--- config.mk ---
export PLATFORM = sky130hd
export DESIGN_NAME = branch_resolve
export DESIGN_NICKNAME = d
export VERILOG_FILES = /design/src/rtl/branch_pkg.sv /design/src/rtl/branch_resolve.sv
export SDC_FILE = /design/constraint.sdc
export NUM_CORES = 1
export LEC_CHECK = 0
export ABC_AREA = 1
export BUFFER_PORTS_ARGS = -buffer_cell sky130_fd_sc_hd__clkbuf_2
export CORE_MARGIN = 2
export CORE_UTILIZATION = 30
export CTS_CLUSTER_DIAMETER = 150
export DETAILED_ROUTE_END_ITERATION = 16
export HOLD_SLACK_MARGIN = 0.1
export PLACE_DENSITY = 0.59
export SLEW_MARGIN = 20
export SYNTH_ARGS = -nofsm -noshare
export SYNTH_HDL_FRONTEND = slang
export SYNTH_SLANG_ARGS = --single-unit
--- constraint.sdc ---
create_clock -name clk -period 4.25 [get_ports clk]
set_input_delay 1.275 -clock clk [delete_from_list [all_inputs] [get_ports clk]]
set_output_delay 1.275 -clock clk [all_outputs]
set_load 0.02 [all_outputs]
--- src/rtl/branch_pkg.sv ---
// Shared types for the branch resolution stage: condition codes, FSM states and
// the default datapath width.
package branch_pkg;

  localparam int unsigned XLEN_DEFAULT = 32;

  typedef enum logic [2:0] {
    CondEq  = 3'b000,
    CondNe  = 3'b001,
    CondLt  = 3'b100,
    CondGe  = 3'b101,
    CondLtu = 3'b110,
    CondGeu = 3'b111
  } cond_e;

  typedef enum logic [1:0] {
    StIdle,
    StFull,
    StFlush
  } state_e;

endpackage

--- src/rtl/branch_resolve.sv ---
// Resolves branch/jal/jalr ops into a registered result, redirects fetch on taken
// aligned legal ops and stalls the input for FLUSH_CYCLES after each redirect.
module branch_resolve
  import branch_pkg::*;
#(
  parameter int unsigned XLEN         = XLEN_DEFAULT,
  parameter int unsigned FLUSH_CYCLES = 2
) (
  input  logic            clk,
  input  logic            rst,
  input  logic            in_valid,
  output logic            in_ready,
  input  logic            is_branch,
  input  logic            is_jal,
  input  logic            is_jalr,
  input  logic [2:0]      funct3,
  input  logic [XLEN-1:0] pc,
  input  logic [XLEN-1:0] imm,
  input  logic [XLEN-1:0] rs1,
  input  logic            cmp_eq,
  input  logic            cmp_lt,
  input  logic            cmp_ltu,
  output logic            out_valid,
  input  logic            out_ready,
  output logic            taken,
  output logic [XLEN-1:0] target,
  output logic [XLEN-1:0] link,
  output logic            misalign,
  output logic            illegal,
  output logic            redirect,
  output logic [XLEN-1:0] redirect_pc,
  output logic [15:0]     taken_cnt
);

  state_e          state_q, state_d;
  logic [3:0]      flush_cnt_q, flush_cnt_d;
  logic            taken_q, taken_d;
  logic            misalign_q, misalign_d;
  logic            illegal_q, illegal_d;
  logic [XLEN-1:0] target_q, target_d;
  logic [XLEN-1:0] link_q, link_d;
  logic [15:0]     taken_cnt_q, taken_cnt_d;

  logic            cond_ok, cond_ill;
  logic            res_taken;
  logic [XLEN-1:0] res_target;
  logic            accept, out_hs, held_redirects;

  // Decode the branch condition from the upstream comparator flags.
  always_comb begin
    cond_ok  = 1'b0;
    cond_ill = 1'b0;
    case (cond_e'(funct3))
      CondEq:  cond_ok = cmp_eq;
      CondNe:  cond_ok = ~cmp_eq;
      CondLt:  cond_ok = cmp_lt;
      CondGe:  cond_ok = ~cmp_lt;
      CondLtu: cond_ok = cmp_ltu;
      CondGeu: cond_ok = ~cmp_ltu;
      default: cond_ill = 1'b1;
    endcase
  end

  always_comb begin
    res_taken  = is_jal | is_jalr | (is_branch & cond_ok & ~cond_ill);
    res_target = (is_jalr ? rs1 : pc) + imm;
    if (is_jalr) res_target[0] = 1'b0;
  end

  assign held_redirects = taken_q & ~misalign_q & ~illegal_q;
  assign out_hs         = out_valid & out_ready;
  assign accept         = in_valid & in_ready;

  // State register
  always_ff @(posedge clk) begin
    if (rst) begin
      state_q     <= StIdle;
      flush_cnt_q <= '0;
    end else begin
      state_q     <= state_d;
      flush_cnt_q <= flush_cnt_d;
    end
  end

  // Next-state logic
  always_comb begin
    state_d     = state_q;
    flush_cnt_d = flush_cnt_q;
    unique case (state_q)
      StIdle: if (accept) state_d = StFull;
      StFull: begin
        if (out_ready) begin
          if (held_redirects) begin
            state_d     = StFlush;
            flush_cnt_d = 4'(FLUSH_CYCLES);
          end else if (!accept) begin
            state_d = StIdle;
          end
        end
      end
      StFlush: begin
        flush_cnt_d = flush_cnt_q - 4'd1;
        if (flush_cnt_q <= 4'd1) begin
          state_d     = StIdle;
          flush_cnt_d = '0;
        end
      end
      default: state_d = StIdle;
    endcase
  end

  // Output logic; a redirecting held result blocks new input in its handshake cycle.
  always_comb begin
    in_ready  = 1'b0;
    out_valid = 1'b0;
    unique case (state_q)
      StIdle:  in_ready = 1'b1;
      StFull: begin
        out_valid = 1'b1;
        in_ready  = out_ready & ~held_redirects;
      end
      StFlush: in_ready = 1'b0;
      default: in_ready = 1'b0;
    endcase
    redirect    = out_hs & held_redirects;
    redirect_pc = redirect ? target_q : '0;
  end

  always_comb begin
    taken_d     = taken_q;
    misalign_d  = misalign_q;
    illegal_d   = illegal_q;
    target_d    = target_q;
    link_d      = link_q;
    taken_cnt_d = taken_cnt_q;
    if (accept) begin
      taken_d    = res_taken;
      misalign_d = res_taken & res_target[1];
      illegal_d  = is_branch & cond_ill;
      target_d   = res_target;
      link_d     = pc + XLEN'(4);
    end
    if (out_hs && taken_q && (taken_cnt_q != 16'hFFFF)) taken_cnt_d = taken_cnt_q + 16'd1;
  end

  always_ff @(posedge clk) begin
    if (rst) begin
      taken_q     <= 1'b0;
      misalign_q  <= 1'b0;
      illegal_q   <= 1'b0;
      target_q    <= '0;
      link_q      <= '0;
      taken_cnt_q <= '0;
    end else begin
      taken_q     <= taken_d;
      misalign_q  <= misalign_d;
      illegal_q   <= illegal_d;
      target_q    <= target_d;
      link_q      <= link_d;
      taken_cnt_q <= taken_cnt_d;
    end
  end

  assign taken     = taken_q;
  assign misalign  = misalign_q;
  assign illegal   = illegal_q;
  assign target    = target_q;
  assign link      = link_q;
  assign taken_cnt = taken_cnt_q;

endmodule

==> results_dict.tcl <==
set metrics [dict create \
    p_clk_share_pct 31.5 \
    antenna_found_initial 3 \
    crit_start "out_ready" \
    fin_worst_skew_ns 0.0128 \
    pre_cts_slack_ns 0.512 \
    status "finished, final reports clean" \
    grt_pass1_vias 7792 \
    timing.fmax_mhz 282 \
    grt-ovfl-total 0 \
    cpPeakStageDelay_ns 0.23 \
    wl_um 27100 \
    fp.dieW_um 162 \
    die_h_um 162 \
    cts_sinks 89 \
    synthFlopType "dfxtp_1" \
    arrival_ns 2.27 \
    seqPwrFrac_pct 34.9 \
    drive_gt1_share_pct 18.0 \
    htreeDepth 3 \
    cp_top_family "buffers and inverters" \
    die-area_um2 26100 \
    slew-limit-headroom_pct 57.6 \
    final_cell_area_um2 9200 \
    tightest_slew_ns 0.636 \
    p_int_mw 1.62 \
    crit_path_top_delay_cell "buf_4" \
    synth-seq-cells 89 \
    grt_usage_pct 20.7 \
    cts-root-buf "clkbuf_16" \
    postPlaceCellArea_um2 8890 \
    synth_nets 1449 \
    io_buffers 226 \
    rsz0062_at_grt "no" \
    final.fill_count 2707 \
    path_clk_slew_ns 0.08 \
    setup_viol 0 \
    netlist_top_cells_area "dfxtp_1 (24%), nand2_1 (19%), inv_1 (13%), nor2_1 (7.2%), nand3_1 (6.1%)" \
    cts_tree "built" \
    yosys_warnings 0 \
    synthDistinctLibCells 43 \
    cts_setup_buffers 0 \
    postCtsResizedCells 0 \
    report.power.total_mw 2.69 \
    num_vias 8459 \
    ios 227 \
    insertion_delay_ns 0.37 \
    dp.cells 1828 \
    coreArea_um2 24300 \
    cts_buffers 9 \
    grt_max_degree 51 \
    cp-end-kind "primary output" \
    ctsLongestPathBuffers 2 \
    hold_class "register to register" \
    final_util_pct 37.8 \
    r2r_start "misalign$_SDFFE_PP0N_" \
    grt_pass1_wl_um 42000 \
    synth_async_sr_flop_share_pct 0 \
    startpoint_type "primary input" \
    viasPerCell 4.58 \
    netlist_instances 1304 \
    tns_ns 0 \
    drc 0 \
    crit_path_max_fanout 32 \
    syn_to_final_growth_pct 23.5 \
    cap_viol_max_count 0 \
    place_hpwl_um 22100 \
    gp_congestion 0.883 \
    final_max_slew_viol_count 0 \
    syn-mean-instance-area_um2 5.71 \
    synth_top_area_cell "dfxtp_1" \
    cellLeakagePower_nw 5.25 \
    hp-start "taken_cnt[8]$_SDFFE_PP0P_" \
    switchingPower_mw 1.08 \
    fin_cells 1847 \
    final_antenna_net_count 0 \
    swShare_pct 40.0 \
    crit_buf_inv 4 \
    critPathKind "primary input to primary output" \
    wire_per_inst_um 14.7 \
    synth_edf_count 0 \
    fin_crit_sh_pct 83.5 \
    start_util_pct 30.6 \
    final.setup.worst_slack_ns 0.703 \
    dr.pass1.iters 5 \
    drt_iter0_drc 672 \
    postCtsHoldBufs 0 \
    period_minus_slack_ns 3.55 \
    worstPathCellList "clkbuf_2 > nand2_4 > nor2_4 > inv_1 > buf_4 > nor2_1 > clkbuf_2" \
    cp.required_ns 2.97 \
    synthDominantCellAreaShare_pct 23.9 \
    finalHoldViolCount 0 \
    cpMostUsedCell "clkbuf_2" \
    vdd_drop_max_mv 0.133 \
    synth_seq_area_share_pct 23.9 \
    synth_area_um2 7450 \
    num_rows 57 \
    final_nets 1660 \
    hold_ws_ns 0.486 \
    combPwrFrac_pct 33.5 \
    pwr_density_cell_nw_per_um2 293 \
]
-- cells by family (layout without fill, tap and decap cells) --
kind of cell               after synthesis  count (layout)  share of synthesized area (%)
AOI/OAI and AO/OA                      178             178                           13.0
xor gates and xnor gates                28              28                           3.29
adders and majority gates               36              36                           6.15
buffers and inverters                  303             519                           16.0
DFF                                     89              89                           23.9
other                                    0               3                              0
and+or+nand+nor                        670             670                           37.7
-- power by group through the flow --
| stage | clock, mW | sequential [mW] | combinational [mW] |
|---|---|---|---|
| detailed placement | 0 | 0.960 | 0.907 |
| global placement | 0 | 0.960 | 0.900 |
| CTS | 0.881 | 0.941 | 0.911 |
| floorplan | 0 | 1.03 | 0.522 |
| finish | 0.849 | 0.941 | 0.903 |
| global route | 0.912 | 0.948 | 1.02 |
-- metal layers --
layer  up-vias  wire (µm)  GRT usage [%]
li1       4457          -              -
met3        21       2030           4.55
met1      3691      12500           27.5
met4         0        411           4.91
met2       290      12100           34.1
met5         -          0              0
-- registers in the layout, summed over array words and instances, names as in the netlist --
register     count
flush_cnt_q      4
illegal          1
link            32
misalign         1
state_q          2
taken            1
taken_cnt       16
target          32
-- cell usage after synthesis, types with 2 or more instances --
cell      instances
nand2_1         378
nand3_1          91
clkbuf_1         19
buf_2             8
a31oi_1           3
o21ai_0          73
a21oi_1          74
o21ai_1           4
nor3_1           20
a211oi_1          5
buf_1             2
nand4_1          12
inv_2             3
and2_1            2
a21o_1            2
inv_1           265
nor2_2            2
and3_1            4
ha_1             35
dfxtp_1          89
nand2_4           2
or2_2             4
nor2_4            3
xnor2_1           4
nor2_1          143
buf_6             5
o211ai_1          9
nand2_2           3
o21bai_1          3
xor2_1           24
-- layout make-up --
| type | count | area, µm² | share of cell area, % |
|---|---|---|---|
| repair buffers | 235 | 1220 | 13.3 |
| clock buffers | 9 | 225 | 2.45 |
| multi-input cells | 912 | 4480 | 48.7 |
| well taps | 324 | 405 | 4.41 |
| inverters | 268 | 1010 | 10.9 |
| diodes | 3 | 7.51 | 0.0816 |
| flip-flops and latches | 89 | 1780 | 19.4 |
| clock inverters | 7 | 71.3 | 0.775 |
-- cell usage in the layout (no fill, tap or decap), types with 3 or more instances in the layout --
master     instances
a211oi_1           5
a21oi_1           74
a31oi_1            3
and3_1             4
buf_4              7
clkbuf_16          9
clkbuf_2         226
dfxtp_1           89
diode_2            3
ha_1              35
inv_1            265
inv_2              3
nand2_1          378
nand2_2            3
nand3_1           91
nand4_1           12
nor2_1           143
nor2_4             3
nor3_1            20
o211ai_1           9
o21ai_0           73
o21ai_1            4
o21bai_1           3
or2_2              4
xnor2_1            4
xor2_1            24
-- path summary, 6_finish.rpt --
kind | to | slack (ns) | depth (start not counted)
setup / recovery | redirect_pc[0] | 0.70 | 7
hold / removal | taken_cnt[8]$_SDFFE_PP0P_ | 0.49 | 2
setup reg to reg | target[25]$_SDFFE_PP0N_ | 2.25 | 10
hold reg to reg | taken_cnt[8]$_SDFFE_PP0P_ | 0.49 | 2
-- worst register-to-register path, cell delays in order, from the launching register on --
cell and delay, ns:
dfxtp_1 0.36, nor2_1 0.06, nand2_2 0.10, nand2_2 0.07, a21oi_4 0.14, nand2_2 0.08, inv_2 0.42, buf_4 0.36
nand3_1 0.18, nand2_1 0.09, inv_1 0.03
Note: power is estimated with default switching activity, not from simulation.
